### src/rtl/wb_pkg.sv
// Shared definitions for the Wishbone master/slave blocks: FSM encoding,
// default widths and the byte-select width derivation.
package wb_pkg;

    typedef enum logic [1:0] {
        IDLE = 2'd0,
        BEAT = 2'd1,
        DONE = 2'd2
    } stateT;

    localparam int DEF_ADDR_W  = 32;
    localparam int DEF_DATA_W  = 32;
    localparam int DEF_LEN_W   = 8;
    localparam int DEF_TIMEOUT = 255;

    function automatic int selWidth(input int dataW);
        return dataW / 8;
    endfunction

endpackage

### src/rtl/wb_timeout_cnt.sv
// Per-beat stall counter: cleared by iLoad, advanced by iInc, flags expiry on
// the stalled cycle that brings it to TIMEOUT. TIMEOUT=0 never expires.
module wb_timeout_cnt #(
    parameter int TIMEOUT = 255
) (
    input  logic iCLK,
    input  logic iRSTn,
    input  logic iLoad,
    input  logic iInc,
    output logic oExpire
);

    localparam int CNT_W = (TIMEOUT > 1) ? $clog2(TIMEOUT) : 1;
    localparam bit ENABLE = (TIMEOUT > 0);
    localparam logic [CNT_W-1:0] LAST = ENABLE ? CNT_W'(TIMEOUT - 1) : '0;

    logic [CNT_W-1:0] cnt;

    always_ff @(posedge iCLK or negedge iRSTn) begin
        if (!iRSTn) begin
            cnt <= '0;
        end else if (iLoad) begin
            cnt <= '0;
        end else if (iInc && (cnt != LAST)) begin
            cnt <= cnt + 1'b1;
        end
    end

    // Expiry is combinational so the abort lands on the same edge as the last stall.
    assign oExpire = ENABLE && iInc && (cnt == LAST);

endmodule

### src/rtl/wb_burst_master.sv
// Wishbone classic-cycle burst master: incrementing-address bursts of 1..MAX_LEN
// beats with byte selects, ERR termination and a per-beat ACK timeout.
module wb_burst_master
    import wb_pkg::*;
#(
    parameter int ADDR_W  = DEF_ADDR_W,
    parameter int DATA_W  = DEF_DATA_W,
    parameter int LEN_W   = DEF_LEN_W,
    parameter int TIMEOUT = DEF_TIMEOUT,
    localparam int SEL_W  = selWidth(DATA_W)
) (
    input  logic              iCLK,
    input  logic              iRSTn,
    input  logic              iSTART,
    input  logic              iWE,
    input  logic [ADDR_W-1:0] iA,
    input  logic [LEN_W-1:0]  iLEN,
    input  logic [SEL_W-1:0]  iSEL,
    input  logic [DATA_W-1:0] iWDAT,
    output logic              oWREQ,
    output logic [DATA_W-1:0] oRDAT,
    output logic              oRVALID,
    output logic              oBUSY,
    output logic              oDONE,
    output logic              oERR,
    output logic              oTIMEOUT,
    output logic [ADDR_W-1:0] oADR,
    output logic [DATA_W-1:0] oDAT,
    input  logic [DATA_W-1:0] iDAT,
    output logic              oWE,
    output logic [SEL_W-1:0]  oSEL,
    output logic              oSTB,
    output logic              oCYC,
    input  logic              iACK,
    input  logic              iERR
);

    stateT             state;
    stateT             nextState;
    logic [ADDR_W-1:0] adrReg;
    logic [DATA_W-1:0] datReg;
    logic [DATA_W-1:0] rdatReg;
    logic [SEL_W-1:0]  selReg;
    logic [LEN_W-1:0]  beatsLeft;
    logic              weReg;
    logic              wreqReg;
    logic              rvalidReg;
    logic              errReg;
    logic              toReg;
    logic              toExpire;
    logic              lastBeat;
    logic              inBeat;

    assign inBeat   = (state == BEAT);
    assign lastBeat = (beatsLeft == LEN_W'(1));

    wb_timeout_cnt #(
        .TIMEOUT(TIMEOUT)
    ) uTimeout (
        .iCLK   (iCLK),
        .iRSTn  (iRSTn),
        .iLoad  (!inBeat || iACK),
        .iInc   (inBeat && !iACK && !iERR),
        .oExpire(toExpire)
    );

    always_ff @(posedge iCLK or negedge iRSTn) begin
        if (!iRSTn) begin
            state <= IDLE;
        end else begin
            state <= nextState;
        end
    end

    always_comb begin
        nextState = state;
        case (state)
            IDLE: if (iSTART) nextState = (iLEN != '0) ? BEAT : DONE;
            BEAT: if (iERR || toExpire || (iACK && lastBeat)) nextState = DONE;
            DONE: nextState = IDLE;
            default: nextState = IDLE;
        endcase
    end

    always_ff @(posedge iCLK or negedge iRSTn) begin
        if (!iRSTn) begin
            adrReg    <= '0;
            datReg    <= '0;
            rdatReg   <= '0;
            selReg    <= '0;
            beatsLeft <= '0;
            weReg     <= 1'b0;
            wreqReg   <= 1'b0;
            rvalidReg <= 1'b0;
            errReg    <= 1'b0;
            toReg     <= 1'b0;
        end else begin
            wreqReg   <= 1'b0;
            rvalidReg <= 1'b0;
            case (state)
                IDLE: begin
                    if (iSTART) begin
                        errReg <= 1'b0;
                        toReg  <= 1'b0;
                        if (iLEN != '0) begin
                            adrReg    <= iA;
                            weReg     <= iWE;
                            selReg    <= iSEL;
                            beatsLeft <= iLEN;
                            if (iWE) begin
                                datReg  <= iWDAT;
                                wreqReg <= 1'b1;
                            end
                        end
                    end
                end
                BEAT: begin
                    // ERR outranks a simultaneous ACK; timeout aborts the same way.
                    if (iERR || toExpire) begin
                        errReg    <= 1'b1;
                        toReg     <= toExpire;
                        weReg     <= 1'b0;
                        selReg    <= '0;
                        beatsLeft <= '0;
                    end else if (iACK) begin
                        if (!weReg) begin
                            rdatReg   <= iDAT;
                            rvalidReg <= 1'b1;
                        end
                        if (!lastBeat) begin
                            adrReg    <= adrReg + ADDR_W'(SEL_W);
                            beatsLeft <= beatsLeft - 1'b1;
                            if (weReg) begin
                                datReg  <= iWDAT;
                                wreqReg <= 1'b1;
                            end
                        end else begin
                            adrReg    <= '0;
                            datReg    <= '0;
                            weReg     <= 1'b0;
                            selReg    <= '0;
                            beatsLeft <= '0;
                        end
                    end
                end
                default: ;
            endcase
        end
    end

    always_comb begin
        oBUSY    = inBeat;
        oDONE    = (state == DONE);
        oCYC     = inBeat;
        oSTB     = inBeat;
        oWE      = inBeat && weReg;
        oSEL     = inBeat ? selReg : '0;
        oADR     = adrReg;
        oDAT     = datReg;
        oRDAT    = rdatReg;
        oRVALID  = rvalidReg;
        oWREQ    = wreqReg;
        oERR     = errReg;
        oTIMEOUT = toReg;
    end

endmodule

### config.mk
export PLATFORM = sky130hd
export DESIGN_NAME = wb_burst_master
export DESIGN_NICKNAME = d
export VERILOG_FILES = /design/src/rtl/wb_pkg.sv /design/src/rtl/wb_timeout_cnt.sv /design/src/rtl/wb_burst_master.sv
export SDC_FILE = /design/constraint.sdc
export NUM_CORES = 1
export LEC_CHECK = 0
export BUFFER_PORTS_ARGS = -buffer_cell sky130_fd_sc_hd__buf_2
export CAP_MARGIN = 20
export CORE_MARGIN = 8
export CORE_UTILIZATION = 55
export CTS_BUF_LIST = sky130_fd_sc_hd__clkbuf_8
export DETAILED_ROUTE_END_ITERATION = 12
export GPL_ROUTABILITY_DRIVEN = 0
export PLACE_DENSITY_LB_ADDON = 0.2
export SYNTH_ARGS = -nofsm -noshare
export SYNTH_HDL_FRONTEND = slang
export SYNTH_SLANG_ARGS = --single-unit
### constraint.sdc
create_clock -name iCLK -period 4.2 [get_ports iCLK]
set_input_delay 1.26 -clock iCLK [delete_from_list [all_inputs] [get_ports iCLK]]
set_output_delay 1.26 -clock iCLK [all_outputs]
set_load 0.01 [all_outputs]
==> metrics.csv <==
stage,metric,value,unit
timing,finalClockSkew,0.0128,ns
detailed_routing,ant_nets,0,
timing,fin_tns_setup,0,ns
critical_path,cp_cell_sequence,buf_2 -> nor4_1 -> a211oi_1 -> o2111ai_4 -> buf_12 -> nand2_1 -> o21ai_0,
layout,synthToLayoutAreaGrowth,27.7,%
yosys,ys_seq_area_share,51.1,%
placed_design,io_buffers,222,
yosys,synth.most_common_cell,dfrtp_1,
timing,relSlewSlack,44.3,%
yosys,synth.area.top_cells,"dfrtp_1 (51%), o21ai_0 (6.7%), nand2_1 (6.4%)",
detailed_routing,first_pass_iters,6,
critical_path,worstPathMaxFanout,36,
die,chipHeight,121,um
grt,grt_max_degree,63,
timing,finalCriticalPeriod,3.05,ns
pwr,powerDensity,740,nW/um^2
yosys,async_flop_share,100,%
die,rows,38,
yosys,ys_seq_elements,123,
pwr,ir_drop,0.000370,V
clock_network,h-tree-depth,4,
clock_network,clock_latency,0.43,ns
yosys,yosysTopAreaCellShare,51.1,%
critical_path,crit_path_start_kind,input port,
detailed_routing,remaining_drc_errors,0,
yosys,ys.flop_type,dfrtp_1,
layout,nets,961,
die,initial_core_util,56.0,%
yosys,ys_types,59,
yosys,synth_edf_count,0,
yosys,synth_cells,626,
die,dieArea,14500,um^2
layout,drive_gt1_share,36.8,%
clock_network,clock-root-buffer,clkbuf_8,
timing,period_share,72.6,%
grt,overflow,0,
detailed_routing,vias,5726,
grt,grt_pass1_vias,5657,
critical_path,required,4.54,ns
yosys,synth_top_cells_by_count,"dfrtp_1 (123), nand2_1 (102), o21ai_0 (81)",
detailed_routing,drt-vias-per-instance,5.75,
yosys,synth_warnings,0,
status,outcome,completed,
die,coreArea,10700,um^2
layout,fillers,835,
timing,worst_slew_pin_slew,0.835,ns
clock_network,clk_pin_slew_worst_paths,0.08,ns
clock_network,cts_num_sinks,123,
yosys,syn_nets,745,
clock_network,cts_resized,0,
pwr,p_leak,3.76,nW
timing,rsz0062_at_grt,false,
detailed_routing,drt_iter0_markers,558,
clock_network,cts_setup_buffers,0,
clock_network,cts_tree,yes,
hold_path,hp-class,reg2reg,
detailed_routing,wl_per_cell,18.4,um
clock_network,hold_buffers,0,
detailed_routing,wl,18.3,mm
timing,setup_viol,0,
critical_path,max_stage_delay,0.68,ns
critical_path,crit_slowest_cell,nor4_1,
grt,grt_pass1_wl,29.1,mm
grt,grt_use_total,24.9,%
critical_path,worst-setup-path-type,in2reg,
yosys,syn_area,6020,um^2
placed_design,dpl_worst_slack,0.759,ns
clock_network,clockBufferDepth,2,
critical_path,cp.arrival,3.39,ns
critical_path,cp-end-kind,flip-flop,
timing,finalWorstSetupSlack,1.15,ns
yosys,avgSynthCellArea,9.61,um^2
yosys,yosys.area.top_type,dfrtp_1,
placed_design,place_hpwl,13.6,mm
timing,hold_viol_final,0,
die,ios,223,
grt,antenna_found_initial,2,
timing,slew_viol_final,0,
timing,fmax,328,MHz
clock_network,cts_inserted_buffers,17,
die,die_w,121,um
flow_run,maxCapViolations,0,
sequential cells by signal (all words and copies together) (netlist names):
register,cells
weReg,1
oWREQ,1
oTIMEOUT,1
oDAT,32
selReg,4
state,2
oRVALID,1
beatsLeft,8
oADR,32
oRDAT,32
uTimeout.cnt,8
oERR,1
layout make-up:
cell class | count | area [um^2] | area share, %
sequential | 123 | 3080 | 40.1
multi-input combinational | 450 | 2720 | 35.4
timing repair buffer | 235 | 1230 | 16.0
clock buffer | 19 | 262 | 3.40
tap | 140 | 175 | 2.28
clock inverter | 12 | 163 | 2.12
inverter | 15 | 56.3 | 0.733
antenna | 2 | 5.00 | 0.0651
metrics by stage:
step	utilization, %	cell area, um^2	cells	power (mW)	hold slack, ns
floorplan	-	6020	626	3.57	0.455
global placement	67.3	7230	961	4.47	0.457
detailed placement	67.3	7230	961	4.59	0.465
CTS	71.3	7660	992	5.71	0.482
global route	71.5	7680	996	6.08	0.503
finish	71.5	7680	996	5.69	0.483
final timing paths:
kind | startpoint | endpoint | slack, ns | depth (start not counted)
worst max register to register | beatsLeft[1] | beatsLeft[6] | 1.34 | 8
worst min register to register | oDAT[25] | oDAT[25] | 0.48 | 2
worst min-delay path | oDAT[25] | oDAT[25] | 0.48 | 2
min in group asynchronous | iRSTn | oRDAT[19] | 0.91 | 1
max in group asynchronous | iRSTn | oADR[16] | 2.38 | 2
worst max-delay path | iLEN[6] | oDAT[2] | 1.15 | 7
layer usage:
| metal | track usage, % | share of wire (%) | vias up |
|---|---|---|---|
| met5 | 0 | 0 | - |
| met4 | 10.2 | 2.1 | 0 |
| met3 | 7.83 | 9.3 | 31 |
| met2 | 40.9 | 48 | 299 |
| met1 | 29.8 | 41 | 2701 |
| li1 | - | - | 2695 |
where the power goes:
part / internal (mW) / switching [mW] / total (mW)
sequential: 1.72 / 0.472 / 2.19
clock: 0.623 / 0.492 / 1.11
combinational: 0.984 / 1.40 / 2.38
total: 3.32 / 2.36 / 5.69
worst max-delay path: cells and delay by family:
family                 cells  cell delay, ns
buffers and inverters      2            0.36
AND/OR/NAND/NOR            2            0.76
AO/OA/AOI/OAI              3            0.99
logic make-up after synthesis:
group                    Yosys count  synth area share, %
multiplexers                      32                 5.99
adder cells (fa/ha/maj)            5                 1.04
flip-flops                       123                 51.1
AO/OA/AOI/OAI                    172                 17.9
buffers and inverters             53                 4.10
XOR/XNOR                           6                0.873
AND/OR/NAND/NOR                  235                 19.0
cells in the final DEF, fill, tap and decap left out, types with 4 or more instances in the layout:
master and n:
buf_2 222, dfrtp_1 123, nand2_1 102, o21ai_0 81
nor2_1 35, mux2_2 32, a21oi_1 24, nand3_1 22
clkbuf_8 19, inv_1 15, nor3_1 14, and2_1 13
nand4_1 12, buf_4 11, o211ai_1 10, nor4_1 9
a31oi_1 9, a32oi_1 8, a22o_1 5, xor2_1 5
ha_1 5, a211oi_1 4
Power figures use the tool's default switching activity.
